**config.mk**
```make
export PLATFORM = sky130hd
export DESIGN_NAME = udp_tx_arbiter_flat
export DESIGN_NICKNAME = d
export VERILOG_FILES = /design/src/rtl/udp_tx_arbiter_if.sv /design/src/rtl/udp_tx_arbiter.sv /design/src/flat_wrapper.sv
export SDC_FILE = /design/constraint.sdc
export NUM_CORES = 1
export LEC_CHECK = 0
export CORE_ASPECT_RATIO = 0.5
export CORE_MARGIN = 4
export CORE_UTILIZATION = 40
export DETAILED_ROUTE_END_ITERATION = 16
export HOLD_SLACK_MARGIN = 0.06
export PLACE_DENSITY = 0.67
export SETUP_SLACK_MARGIN = 0.5
export SYNTH_ARGS = -nofsm -noshare
export SYNTH_HDL_FRONTEND = slang
export SYNTH_SLANG_ARGS = --single-unit
```
**constraint.sdc**
```tcl
create_clock -name Clk -period 4.36 [get_ports Clk]
set_input_delay 0.436 -clock Clk [delete_from_list [all_inputs] [get_ports Clk]]
set_output_delay 0.436 -clock Clk [all_outputs]
set_load 0.05 [all_outputs]
```
**src/rtl/udp_tx_arbiter_if.sv**
```systemverilog
// udp_tx_arbiter_if: requester FIFO/request bundle plus UDP engine handshake around udp_tx_arbiter.
// master is the arbiter side; slave is the requesters and the engine together.
interface udp_tx_arbiter_if;
  logic [1:0]  req_valid;
  logic [31:0] req_len;
  logic [31:0] req_port;
  logic [1:0]  req_rd;
  logic [15:0] req_byte;
  logic [1:0]  req_done;
  logic [1:0]  req_err;
  logic        udp_tx_req;
  logic        udp_tx_ack;
  logic [15:0] udp_tx_dst_port;
  logic [15:0] udp_tx_len;
  logic [31:0] udp_tx_data;
  logic        udp_tx_data_en;
  logic        udp_tx_done;
  modport master (
    input  req_valid, req_len, req_port, req_byte, udp_tx_ack, udp_tx_done,
    output req_rd, req_done, req_err, udp_tx_req, udp_tx_dst_port, udp_tx_len, udp_tx_data, udp_tx_data_en
  );
  modport slave (
    output req_valid, req_len, req_port, req_byte, udp_tx_ack, udp_tx_done,
    input  req_rd, req_done, req_err, udp_tx_req, udp_tx_dst_port, udp_tx_len, udp_tx_data, udp_tx_data_en
  );
endinterface

```
**src/rtl/udp_tx_arbiter.sv**
```systemverilog
// udp_tx_arbiter: round-robin share of one UDP transmit engine between two byte-stream requesters.
// Define UDP_TX_TIMEOUT_EN to abort frames whose engine request is not acked within TIMEOUT cycles.
module udp_tx_arbiter #(
  parameter int MAX_LEN = 1472,
  parameter int GAP = 8
`ifdef UDP_TX_TIMEOUT_EN
  , parameter int TIMEOUT = 1024
`endif
) (
  input  logic             Clk,
  input  logic             Rst,
  udp_tx_arbiter_if.master bus,
  output logic             busy
);
  typedef enum logic [2:0] {IDLE, ARB, REJECT, WAIT_ACK, XFER, WAIT_DONE, GAP_ST} state_t;
  localparam logic [15:0] MAX_L = 16'(MAX_LEN);
  localparam logic [15:0] GAP_L = 16'(GAP);
  state_t      state_q;
  logic        g_q, last_q, rvld_q, done_seen_q, tx_req_q, data_en_q;
  logic [1:0]  rd_q, done_q, err_q;
  logic [15:0] len_q, port_q, rd_cnt_q, rx_cnt_q, gap_q;
  logic [31:0] pack_q, data_q;
  logic        g_d, rx_last_d, full_d;
  logic [15:0] len_d, port_d;
  logic [7:0]  byte_d;
  logic [31:0] word_d;
`ifdef UDP_TX_TIMEOUT_EN
  localparam logic [15:0] TO_L = 16'(TIMEOUT);
  logic [15:0] to_q;
`endif
  // last_q names the requester served last, so a tie goes to the other one
  always_comb begin
    g_d = &bus.req_valid ? ~last_q : bus.req_valid[1];
    len_d = g_d ? bus.req_len[31:16] : bus.req_len[15:0];
    port_d = g_d ? bus.req_port[31:16] : bus.req_port[15:0];
    byte_d = g_q ? bus.req_byte[15:8] : bus.req_byte[7:0];
    word_d = pack_q | ({byte_d, 24'h0} >> {rx_cnt_q[1:0], 3'b000});
    rx_last_d = rx_cnt_q + 16'd1 == len_q;
    full_d = &rx_cnt_q[1:0] | rx_last_d;
  end
  always_ff @(posedge Clk or posedge Rst)
    if (Rst) begin
      state_q <= IDLE;
      g_q <= 1'b0;
      last_q <= 1'b1;
      rvld_q <= 1'b0;
      done_seen_q <= 1'b0;
      tx_req_q <= 1'b0;
      data_en_q <= 1'b0;
      rd_q <= 2'b00;
      done_q <= 2'b00;
      err_q <= 2'b00;
      len_q <= 16'd0;
      port_q <= 16'd0;
      rd_cnt_q <= 16'd0;
      rx_cnt_q <= 16'd0;
      gap_q <= 16'd0;
      pack_q <= 32'h0;
      data_q <= 32'h0;
`ifdef UDP_TX_TIMEOUT_EN
      to_q <= 16'd0;
`endif
    end else begin
      done_q <= 2'b00;
      err_q <= 2'b00;
      data_en_q <= 1'b0;
      case (state_q)
        IDLE: if (|bus.req_valid) state_q <= ARB;
        ARB: begin
          g_q <= g_d;
          len_q <= len_d;
          port_q <= port_d;
`ifdef UDP_TX_TIMEOUT_EN
          to_q <= 16'd0;
`endif
          if (~|bus.req_valid) state_q <= IDLE;
          else if (len_d == 16'd0 || len_d > MAX_L) begin
            state_q <= REJECT;
            done_q <= {g_d, ~g_d};
            err_q <= {g_d, ~g_d};
          end else begin
            state_q <= WAIT_ACK;
            tx_req_q <= 1'b1;
          end
        end
        REJECT: state_q <= IDLE;
        WAIT_ACK: begin
          if (bus.udp_tx_ack) begin
            state_q <= XFER;
            tx_req_q <= 1'b0;
            rd_q <= {g_q, ~g_q};
            rd_cnt_q <= 16'd1;
            rx_cnt_q <= 16'd0;
            rvld_q <= 1'b0;
            pack_q <= 32'h0;
            done_seen_q <= 1'b0;
          end
`ifdef UDP_TX_TIMEOUT_EN
          else if (to_q == TO_L - 16'd1) begin
            state_q <= GAP_ST;
            tx_req_q <= 1'b0;
            done_q <= {g_q, ~g_q};
            err_q <= {g_q, ~g_q};
            last_q <= g_q;
            gap_q <= GAP_L;
          end else to_q <= to_q + 16'd1;
`endif
        end
        XFER: begin
          rd_q <= rd_cnt_q != len_q ? {g_q, ~g_q} : 2'b00;
          rd_cnt_q <= rd_cnt_q + {15'd0, rd_cnt_q != len_q};
          rvld_q <= |rd_q;
          if (bus.udp_tx_done) done_seen_q <= 1'b1;
          // rvld_q marks the cycle a byte strobed last cycle is on req_byte
          if (rvld_q) begin
            rx_cnt_q <= rx_cnt_q + 16'd1;
            pack_q <= full_d ? 32'h0 : word_d;
            if (full_d) begin
              data_q <= word_d;
              data_en_q <= 1'b1;
            end
            if (rx_last_d) state_q <= WAIT_DONE;
          end
        end
        WAIT_DONE: if (bus.udp_tx_done || done_seen_q) begin
          state_q <= GAP_ST;
          done_q <= {g_q, ~g_q};
          last_q <= g_q;
          gap_q <= GAP_L;
          done_seen_q <= 1'b0;
        end
        GAP_ST: if (gap_q <= 16'd1) state_q <= IDLE; else gap_q <= gap_q - 16'd1;
        default: state_q <= IDLE;
      endcase
    end
  assign bus.req_rd = rd_q;
  assign bus.req_done = done_q;
  assign bus.req_err = err_q;
  assign bus.udp_tx_req = tx_req_q;
  assign bus.udp_tx_dst_port = port_q;
  assign bus.udp_tx_len = len_q;
  assign bus.udp_tx_data = data_q;
  assign bus.udp_tx_data_en = data_en_q;
  assign busy = state_q != IDLE;
endmodule
```
**src/flat_wrapper.sv**
```systemverilog
// flat-port wrapper written by rule: the top's interface ports become plain ports
module udp_tx_arbiter_flat 
#(
  parameter int MAX_LEN = 1472,
  parameter int GAP = 8

)
  (Clk, Rst, busy, bus_req_valid, bus_req_len, bus_req_port, bus_req_byte, bus_udp_tx_ack, bus_udp_tx_done, bus_req_rd, bus_req_done, bus_req_err, bus_udp_tx_req, bus_udp_tx_dst_port, bus_udp_tx_len, bus_udp_tx_data, bus_udp_tx_data_en);
  udp_tx_arbiter_if bus_i ();
  input  logic Clk;
  input  logic Rst;
  output logic busy;
  input wire logic [$bits(bus_i.req_valid)-1:0] bus_req_valid;
  input wire logic [$bits(bus_i.req_len)-1:0] bus_req_len;
  input wire logic [$bits(bus_i.req_port)-1:0] bus_req_port;
  input wire logic [$bits(bus_i.req_byte)-1:0] bus_req_byte;
  input wire logic [$bits(bus_i.udp_tx_ack)-1:0] bus_udp_tx_ack;
  input wire logic [$bits(bus_i.udp_tx_done)-1:0] bus_udp_tx_done;
  output wire logic [$bits(bus_i.req_rd)-1:0] bus_req_rd;
  output wire logic [$bits(bus_i.req_done)-1:0] bus_req_done;
  output wire logic [$bits(bus_i.req_err)-1:0] bus_req_err;
  output wire logic [$bits(bus_i.udp_tx_req)-1:0] bus_udp_tx_req;
  output wire logic [$bits(bus_i.udp_tx_dst_port)-1:0] bus_udp_tx_dst_port;
  output wire logic [$bits(bus_i.udp_tx_len)-1:0] bus_udp_tx_len;
  output wire logic [$bits(bus_i.udp_tx_data)-1:0] bus_udp_tx_data;
  output wire logic [$bits(bus_i.udp_tx_data_en)-1:0] bus_udp_tx_data_en;
  assign bus_i.req_valid = bus_req_valid;
  assign bus_i.req_len = bus_req_len;
  assign bus_i.req_port = bus_req_port;
  assign bus_i.req_byte = bus_req_byte;
  assign bus_i.udp_tx_ack = bus_udp_tx_ack;
  assign bus_i.udp_tx_done = bus_udp_tx_done;
  assign bus_req_rd = bus_i.req_rd;
  assign bus_req_done = bus_i.req_done;
  assign bus_req_err = bus_i.req_err;
  assign bus_udp_tx_req = bus_i.udp_tx_req;
  assign bus_udp_tx_dst_port = bus_i.udp_tx_dst_port;
  assign bus_udp_tx_len = bus_i.udp_tx_len;
  assign bus_udp_tx_data = bus_i.udp_tx_data;
  assign bus_udp_tx_data_en = bus_i.udp_tx_data_en;
  udp_tx_arbiter #(.MAX_LEN(MAX_LEN), .GAP(GAP)) u_core (.Clk(Clk), .Rst(Rst), .bus(bus_i), .busy(busy));
endmodule
```
==> results of run 1 <==
[cell families after synthesis]
| logic type | count (synthesis) | share of synthesized area (%) |
|---|---|---|
| AND/OR/NAND/NOR | 253 | 15.3 |
| adder cells (fa/ha/maj) | 5 | 0.755 |
| buffers and inverters | 95 | 4.65 |
| XOR/XNOR | 46 | 4.86 |
| multiplexers | 86 | 10.9 |
| flip-flops | 159 | 48.0 |
| AO/OA/AOI/OAI | 211 | 15.5 |
[registers in the layout, indices dropped and copies added (netlist names)]
signal / cells
u_core.rd_cnt_q: 16
u_core.bus.udp_tx_data: 32
u_core.rx_cnt_q: 16
u_core.g_q: 1
u_core.bus.udp_tx_data_en: 1
u_core.pack_q: 32
u_core.bus.req_err: 2
u_core.gap_q: 16
u_core.bus.req_rd: 2
u_core.last_q: 1
u_core.rvld_q: 1
u_core.bus.udp_tx_req: 1
u_core.bus.req_done: 2
u_core.state_q: 3
u_core.done_seen_q: 1
u_core.bus.udp_tx_len: 16
u_core.bus.udp_tx_dst_port: 16
[area by class of cell]
cell class | count | area (um^2) | area share [%]
flip-flops and latches | 159 | 3980 | 37.0
inverters | 50 | 191 | 1.78
multi-input cells | 601 | 3960 | 36.9
well taps | 266 | 333 | 3.10
clock buffers | 19 | 453 | 4.21
repair buffers | 168 | 1680 | 15.6
clock inverters | 13 | 149 | 1.39
[path summary, 6_finish.rpt]
check                      slack (ns)                       endpoint                  startpoint  cells past startpoint
min in group asynchronous        0.55              u_core.pack_q[13]                         Rst                      3
setup / recovery                 0.74      u_core.bus.udp_tx_data[9]          u_core.rx_cnt_q[0]                      9
hold / removal                   0.49     u_core.bus.udp_tx_data[14]  u_core.bus.udp_tx_data[14]                      1
max in group asynchronous        3.08  u_core.bus.udp_tx_dst_port[6]                         Rst                      3
hold reg to reg                  0.49     u_core.bus.udp_tx_data[14]  u_core.bus.udp_tx_data[14]                      1
setup reg to reg                 0.74      u_core.bus.udp_tx_data[9]          u_core.rx_cnt_q[0]                      9
[power groups by stage]
stage          logic [mW]  clock network [mW]  registers, mW
3_3_place_gp         2.91                   0           2.48
2_1_floorplan        1.52                   0           2.93
6_report             2.98                1.54           2.49
4_1_cts              2.98                1.57           2.49
3_5_place_dp         2.96                   0           2.51
5_1_grt              3.24                1.64           2.57
[cell usage after synthesis (14+ instances only)]
library cell | n | area [um^2]
nand2_1 | 38 | 143
nand4_1 | 21 | 131
nor3_1 | 14 | 70.1
dfrtp_1 | 158 | 3950
o21ai_0 | 69 | 345
inv_1 | 50 | 188
nand3_1 | 19 | 95.1
clkbuf_1 | 23 | 86.3
mux2_1 | 25 | 282
nor2_1 | 99 | 372
mux2i_1 | 50 | 500
a21oi_1 | 63 | 315
xor2_1 | 32 | 280
xnor2_1 | 14 | 123
a211oi_1 | 25 | 188
[worst register-to-register path, delay by kind of cell, from the launching register on]
family                   cells  cell delay, ns
multiplexers                 2            0.72
AND/OR/NAND/NOR              4            1.40
adder cells (fa/ha/maj)      1            0.35
AO/OA/AOI/OAI                1            0.26
buffers and inverters        1            0.22
flip-flops                   1            0.54
[routing by layer]
metal,GRT usage (%),vias to the layer above
met3,6.13,22
met5,0,-
met4,4.69,0
li1,-,3350
met2,31.3,197
met1,27.3,3390
[repair_timing]
item | 4_1_cts | 5_1_grt
endpoints found under the hold margin | 0 | 0
setup endpoints to repair | 0 | 47
resized for setup | 0 | 3
[per-stage QoR]
stage	utilization, %	area, um^2
after floorplan	-	8290
after global placement	50.9	10100
after detailed placement	50.9	10100
after CTS	53.9	10700
after global routing	54.0	10800
final	54.0	10800
==> out/results.ini, run 1 <==
[status]
status = finished clean

[global_routing]
antenna_found_initial = 0
grt_pass1_wl_mm = 36.8
grt_max_degree = 160
grt_pass1_vias = 6938
grt_overflow_total = 0
grt_usage_pct = 19.9

[timing]
tns_ns = 0
clock_skew_ns = 0.0115
max_slew_margin_pct = 22.6
report.final.setup_viol = 0
hold_viol = 0
whs_ns = 0.490
finalCritPeriodShare_pct = 83.1
slew_violations = 0
setup_slack_ns = 0.737
tightestPinTransition_ns = 1.16
rsz0062_at_grt = no
fmax_mhz = 276
finalCriticalPeriod_ns = 3.62

[detailed_routing]
routed-via-count = 6959
antenna_left = 0
drt_iter0_drc = 673
met1_length_mm = 10.5
dr.max_layer_used = met4
drc_errors = 0
wirelength_mm = 22.7
via_per_inst = 5.45
wl_met3_mm = 1.52
wl_met2_mm = 10.4
firstDrtPassIters = 5
wl_per_cell_um = 17.8

[power_and_ir_drop]
max-vdd-ir-drop_v = 0.000407
p_total_mw = 7.00
clockPowerShare_pct = 21.9
p_int_mw = 3.90
p_sw_share_pct = 44.3
p_leak_nw = 4.56
pwr-share-comb_pct = 42.5
powerDensity_nw_per_um2 = 652
power.net_switching_mw = 3.10
seq_power_share_pct = 35.6

[floorplan]
coreArea_um2 = 19900
die_height_um = 110
die-area_um2 = 23200
floorplan.initialDensity_pct = 41.6
rows = 36
io_pins = 159
die_x_um = 212

[logic_synthesis]
ys.warnings.count = 0
synth.cell_area_um2 = 8290
synth_seq_cells = 159
synth-seq-area-share_pct = 48.0
ys_types = 65
ys.flop_type = dfrtp_1
synth_edf_count = 0
postSynthCellCount = 855
synthArstFlopShare_pct = 100
synth_nets = 946
syn_avg_cell_area_um2 = 9.70

[flow_run]
max_cap_violations = 0

[finish]
area_delta_synth_final_pct = 29.7
final_cell_mix = 158 x clkdlybuf4s50_1, 158 x dfrtp_1, 99 x nor2_1
fin_cells = 1276
fillers = 1786
fin_nets = 1088
drive_gt1_share_pct = 6.83
antenna_cells = 0

[cts]
cts-root-buf = clkbuf_16
cts_buffer_depth = 2
cts_max_level = 4
cts_tree = yes
path_clk_slew_ns = 0.07
cts_hold_buf = 0
numCtsBuffers = 17
cts.sinks = 159
clkLatencyLatePin_ns = 0.43
cts_setup_buffers = 0

[place]
globalplace.congestion = 0.857
dpl.hpwl_mm = 16.0
place_inst = 1244
port_buffers = 158
dp_slack_ns = 0.612

[critical_path]
cp.required_ns = 4.67
critical_path.max_stage_delay_ns = 0.61
timing.critical_path.mode_cell = mux2_1
cp_cell_sequence = ha_2, nand4_2, or4_4, mux2_1, nor4_2, nand3_4, a21oi_4, buf_12, mux2_1
critPathKind = flip-flop to flip-flop
slowest_stage = or4_4
crit_family = simple AND/OR/NAND/NOR gates
end_kind = flip-flop
crit_arrival_ns = 3.93
path_buf_inv = 1
start_kind = flip-flop
critPathMaxFanout = 33

[worst_hold_path]
hold_path.class = flip-flop to flip-flop

(Power assumes the default switching activity.)
==> run 2: changes to the inputs <==
PLACE_DENSITY = default   (was 0.67)
clock period = 3.52 ns   (was 4.36 ns; I/O delays follow)
==> run 2 against run 1 <==
Worst setup slack got worse by 0.078 ns. Clock power increased by 22%. Wire length increased by 5.0%. Power increased by 25%. First-iteration DRC count decreased by 29%. Count of clock-buffer cells in the layout unchanged. Flip-flop and latch count unchanged. Final cell count increased by 1.5%. Global-route usage increased by 0.62 points. Sequential share of layout area decreased by 0.73 points. Combinational power increased by 27%. Clock skew decreased by 0.0025 ns.
==> out/results.ini, run 2 (same netlist as run 1, synthesis figures left out) <==
[floorplan]
floorplan.initialDensity_pct = 41.6  ; unchanged
die-area_um2 = 23200  ; unchanged
io_pins = 159  ; unchanged
coreArea_um2 = 19900  ; unchanged
die_height_um = 110  ; unchanged
rows = 36  ; unchanged
die_x_um = 212  ; unchanged

[global_routing]
grt_overflow_total = 0  ; unchanged
grt_max_degree = 88  ; was 160
grt_pass1_wl_mm = 37.9  ; was 36.8 mm
grt_pass1_vias = 7041  ; was 6938
grt_usage_pct = 20.5  ; was 19.9%
antenna_found_initial = 0  ; unchanged

[finish]
area_delta_synth_final_pct = 32.7  ; was 29.7%
drive_gt1_share_pct = 9.72  ; was 6.83%
mostFrequentLayoutCell = clkdlybuf4s50_1
fillers = 1781  ; was 1786
fin_nets = 1107  ; was 1088
antenna_cells = 0  ; unchanged
finish.utilization_pct = 55.2  ; was 54.0%
fin_cells = 1295  ; was 1276
final_cell_mix = 158 x clkdlybuf4s50_1, 149 x dfrtp_1, 99 x nor2_1  ; was 158 x clkdlybuf4s50_1, 158 x dfrtp_1, 99 x nor2_1

[timing]
finalCritPeriodShare_pct = 81.3  ; was 83.1%
finalCriticalPeriod_ns = 2.86  ; was 3.62 ns
slew_violations = 0  ; unchanged
tightestPinTransition_ns = 1.15  ; was 1.16 ns
max_slew_margin_pct = 22.8  ; was 22.6%
clock_skew_ns = 0.00896  ; was 0.0115 ns
rsz0062_at_grt = no  ; unchanged
report.final.setup_viol = 0  ; unchanged
hold_viol = 0  ; unchanged
tns_ns = 0  ; unchanged
fmax_mhz = 349  ; was 276 MHz

[cts]
numCtsBuffers = 17  ; unchanged
cts_tree = yes  ; unchanged
clkLatencyLatePin_ns = 0.43  ; about the same
cts-root-buf = clkbuf_16  ; unchanged
cts_hold_buf = 0  ; unchanged
path_clk_slew_ns = 0.07  ; about the same
cts_buffer_depth = 2  ; unchanged
cts.sinks = 159  ; unchanged
cts_max_level = 4  ; unchanged

[detailed_routing]
routed-via-count = 7129  ; was 6959
via_per_inst = 5.51  ; was 5.45
wl_per_cell_um = 18.4  ; was 17.8 um
drc_errors = 0  ; unchanged
drt_iter0_drc = 475  ; was 673
antenna_left = 0  ; unchanged
wirelength_mm = 23.8  ; was 22.7 mm
firstDrtPassIters = 5  ; unchanged

[power_and_ir_drop]
powerDensity_nw_per_um2 = 798  ; was 652 nW/um^2
p_sw_share_pct = 44.3  ; about the same
max-vdd-ir-drop_v = 0.000405  ; was 0.000407 V
power.net_switching_mw = 3.89  ; was 3.10 mW
pwr-share-comb_pct = 43.2  ; was 42.5%
seq_power_share_pct = 35.3  ; was 35.6%
clockPowerShare_pct = 21.5  ; was 21.9%
p_leak_nw = 4.69  ; was 4.56 nW
p_int_mw = 4.89  ; was 3.90 mW

[place]
dpl.hpwl_mm = 17.0  ; was 16.0 mm
place_inst = 1253  ; was 1244
globalplace.congestion = 0.837  ; was 0.857
port_buffers = 158  ; unchanged

[critical_path]
critical_path.max_stage_delay_ns = 0.45  ; was 0.61 ns
critPathMaxFanout = 9  ; was 33
cp.required_ns = 3.82  ; was 4.67 ns
cp_cell_sequence = ha_4, nand4_4, or4_4, o32a_1, a22oi_2, nand3_2, a21oi_4, buf_4, buf_12, mux2_1  ; was ha_2, nand4_2, or4_4, mux2_1, nor4_2, nand3_4, a21oi_4, buf_12, mux2_1
crit_arrival_ns = 3.16  ; was 3.93 ns
reg2regPathDepth = 10  ; was 9
end_kind = flip-flop  ; unchanged
slowest_stage = or4_4  ; unchanged
critPathKind = flip-flop to flip-flop  ; unchanged
start_kind = flip-flop  ; unchanged

[worst_hold_path]
hold_path.class = input port to asynchronous set/reset pin  ; was flip-flop to flip-flop

[flow_run]
max_cap_violations = 0  ; unchanged

[status]
status = finished clean  ; unchanged

[run 2: area by class of cell]
type	instances	area [um^2]	share of cell area, %
Tap cell	266	333	3.03
Inverter	50	191	1.74
Multi-Input combinational cell	601	4000	36.4
Clock buffer	19	443	4.03
Sequential cell	159	3990	36.3
Clock inverter	13	153	1.39
Timing Repair Buffer	187	1890	17.1
[run 2: worst max-delay path: cells and delay by family (launching register included)]
| family | cells | cell delay, ns |
|---|---|---|
| multiplexers | 1 | 0.33 |
| AND/OR/NAND/NOR | 3 | 0.73 |
| buffers and inverters | 2 | 0.28 |
| adder cells (fa/ha/maj) | 1 | 0.19 |
| AO/OA/AOI/OAI | 3 | 0.80 |
| flip-flops | 1 | 0.41 |
[run 2: final timing paths]
check	from	end	slack, ns
worst max-delay path	u_core.rx_cnt_q[1]	u_core.bus.udp_tx_data[18]	0.66
worst min-delay path	Rst	u_core.bus.udp_tx_data[28]	0.34
worst max register to register	u_core.rx_cnt_q[1]	u_core.bus.udp_tx_data[18]	0.66
worst min register to register	u_core.bus.udp_tx_data[12]	u_core.bus.udp_tx_data[12]	0.49
max in group asynchronous	Rst	u_core.rx_cnt_q[6]	2.30
min in group Clk	u_core.bus.udp_tx_data[12]	u_core.bus.udp_tx_data[12]	0.49
[run 2: routing by layer]
layer / global-route usage [%] / wire length, um / vias to the layer above / share of wire (%)
met5: 0 / 0 / - / 0
met2: 33.4 / 11200 / 185 / 47
met4: 4.87 / 267 / 0 / 1.1
met3: 4.39 / 1220 / 22 / 5.1
met1: 28.4 / 11100 / 3530 / 47
li1: - / - / 3392 / -
[run 2: power by group through the flow]
stage	Sequential [mW]	Combinational (mW)	Clock, mW
6_report	3.10	3.79	1.88
3_3_place_gp	3.08	3.70	0
2_1_floorplan	3.63	1.88	0
4_1_cts	3.09	3.77	1.92
5_1_grt	3.19	4.11	2.02
3_5_place_dp	3.10	3.75	0
[run 2: per-stage QoR]
stage	power, mW	setup WS, ns	hold WS, ns	area [um^2]
CTS	8.78	0.509	0.351	10900
global route	9.31	0.515	0.378	11000
floorplan	5.51	0.561	0.447	8290
finish	8.78	0.658	0.345	11000
global placement	6.78	0.406	0.472	10200
detailed placement	6.85	0.315	0.479	10200
[run 2: repair_timing]
action / CTS / global route
gates cloned: 2 / 0
buffers inserted: 2 / 6
gates resized for setup: 8 / 12
setup endpoints to repair: 57 / 64
pin swaps: 2 / 5
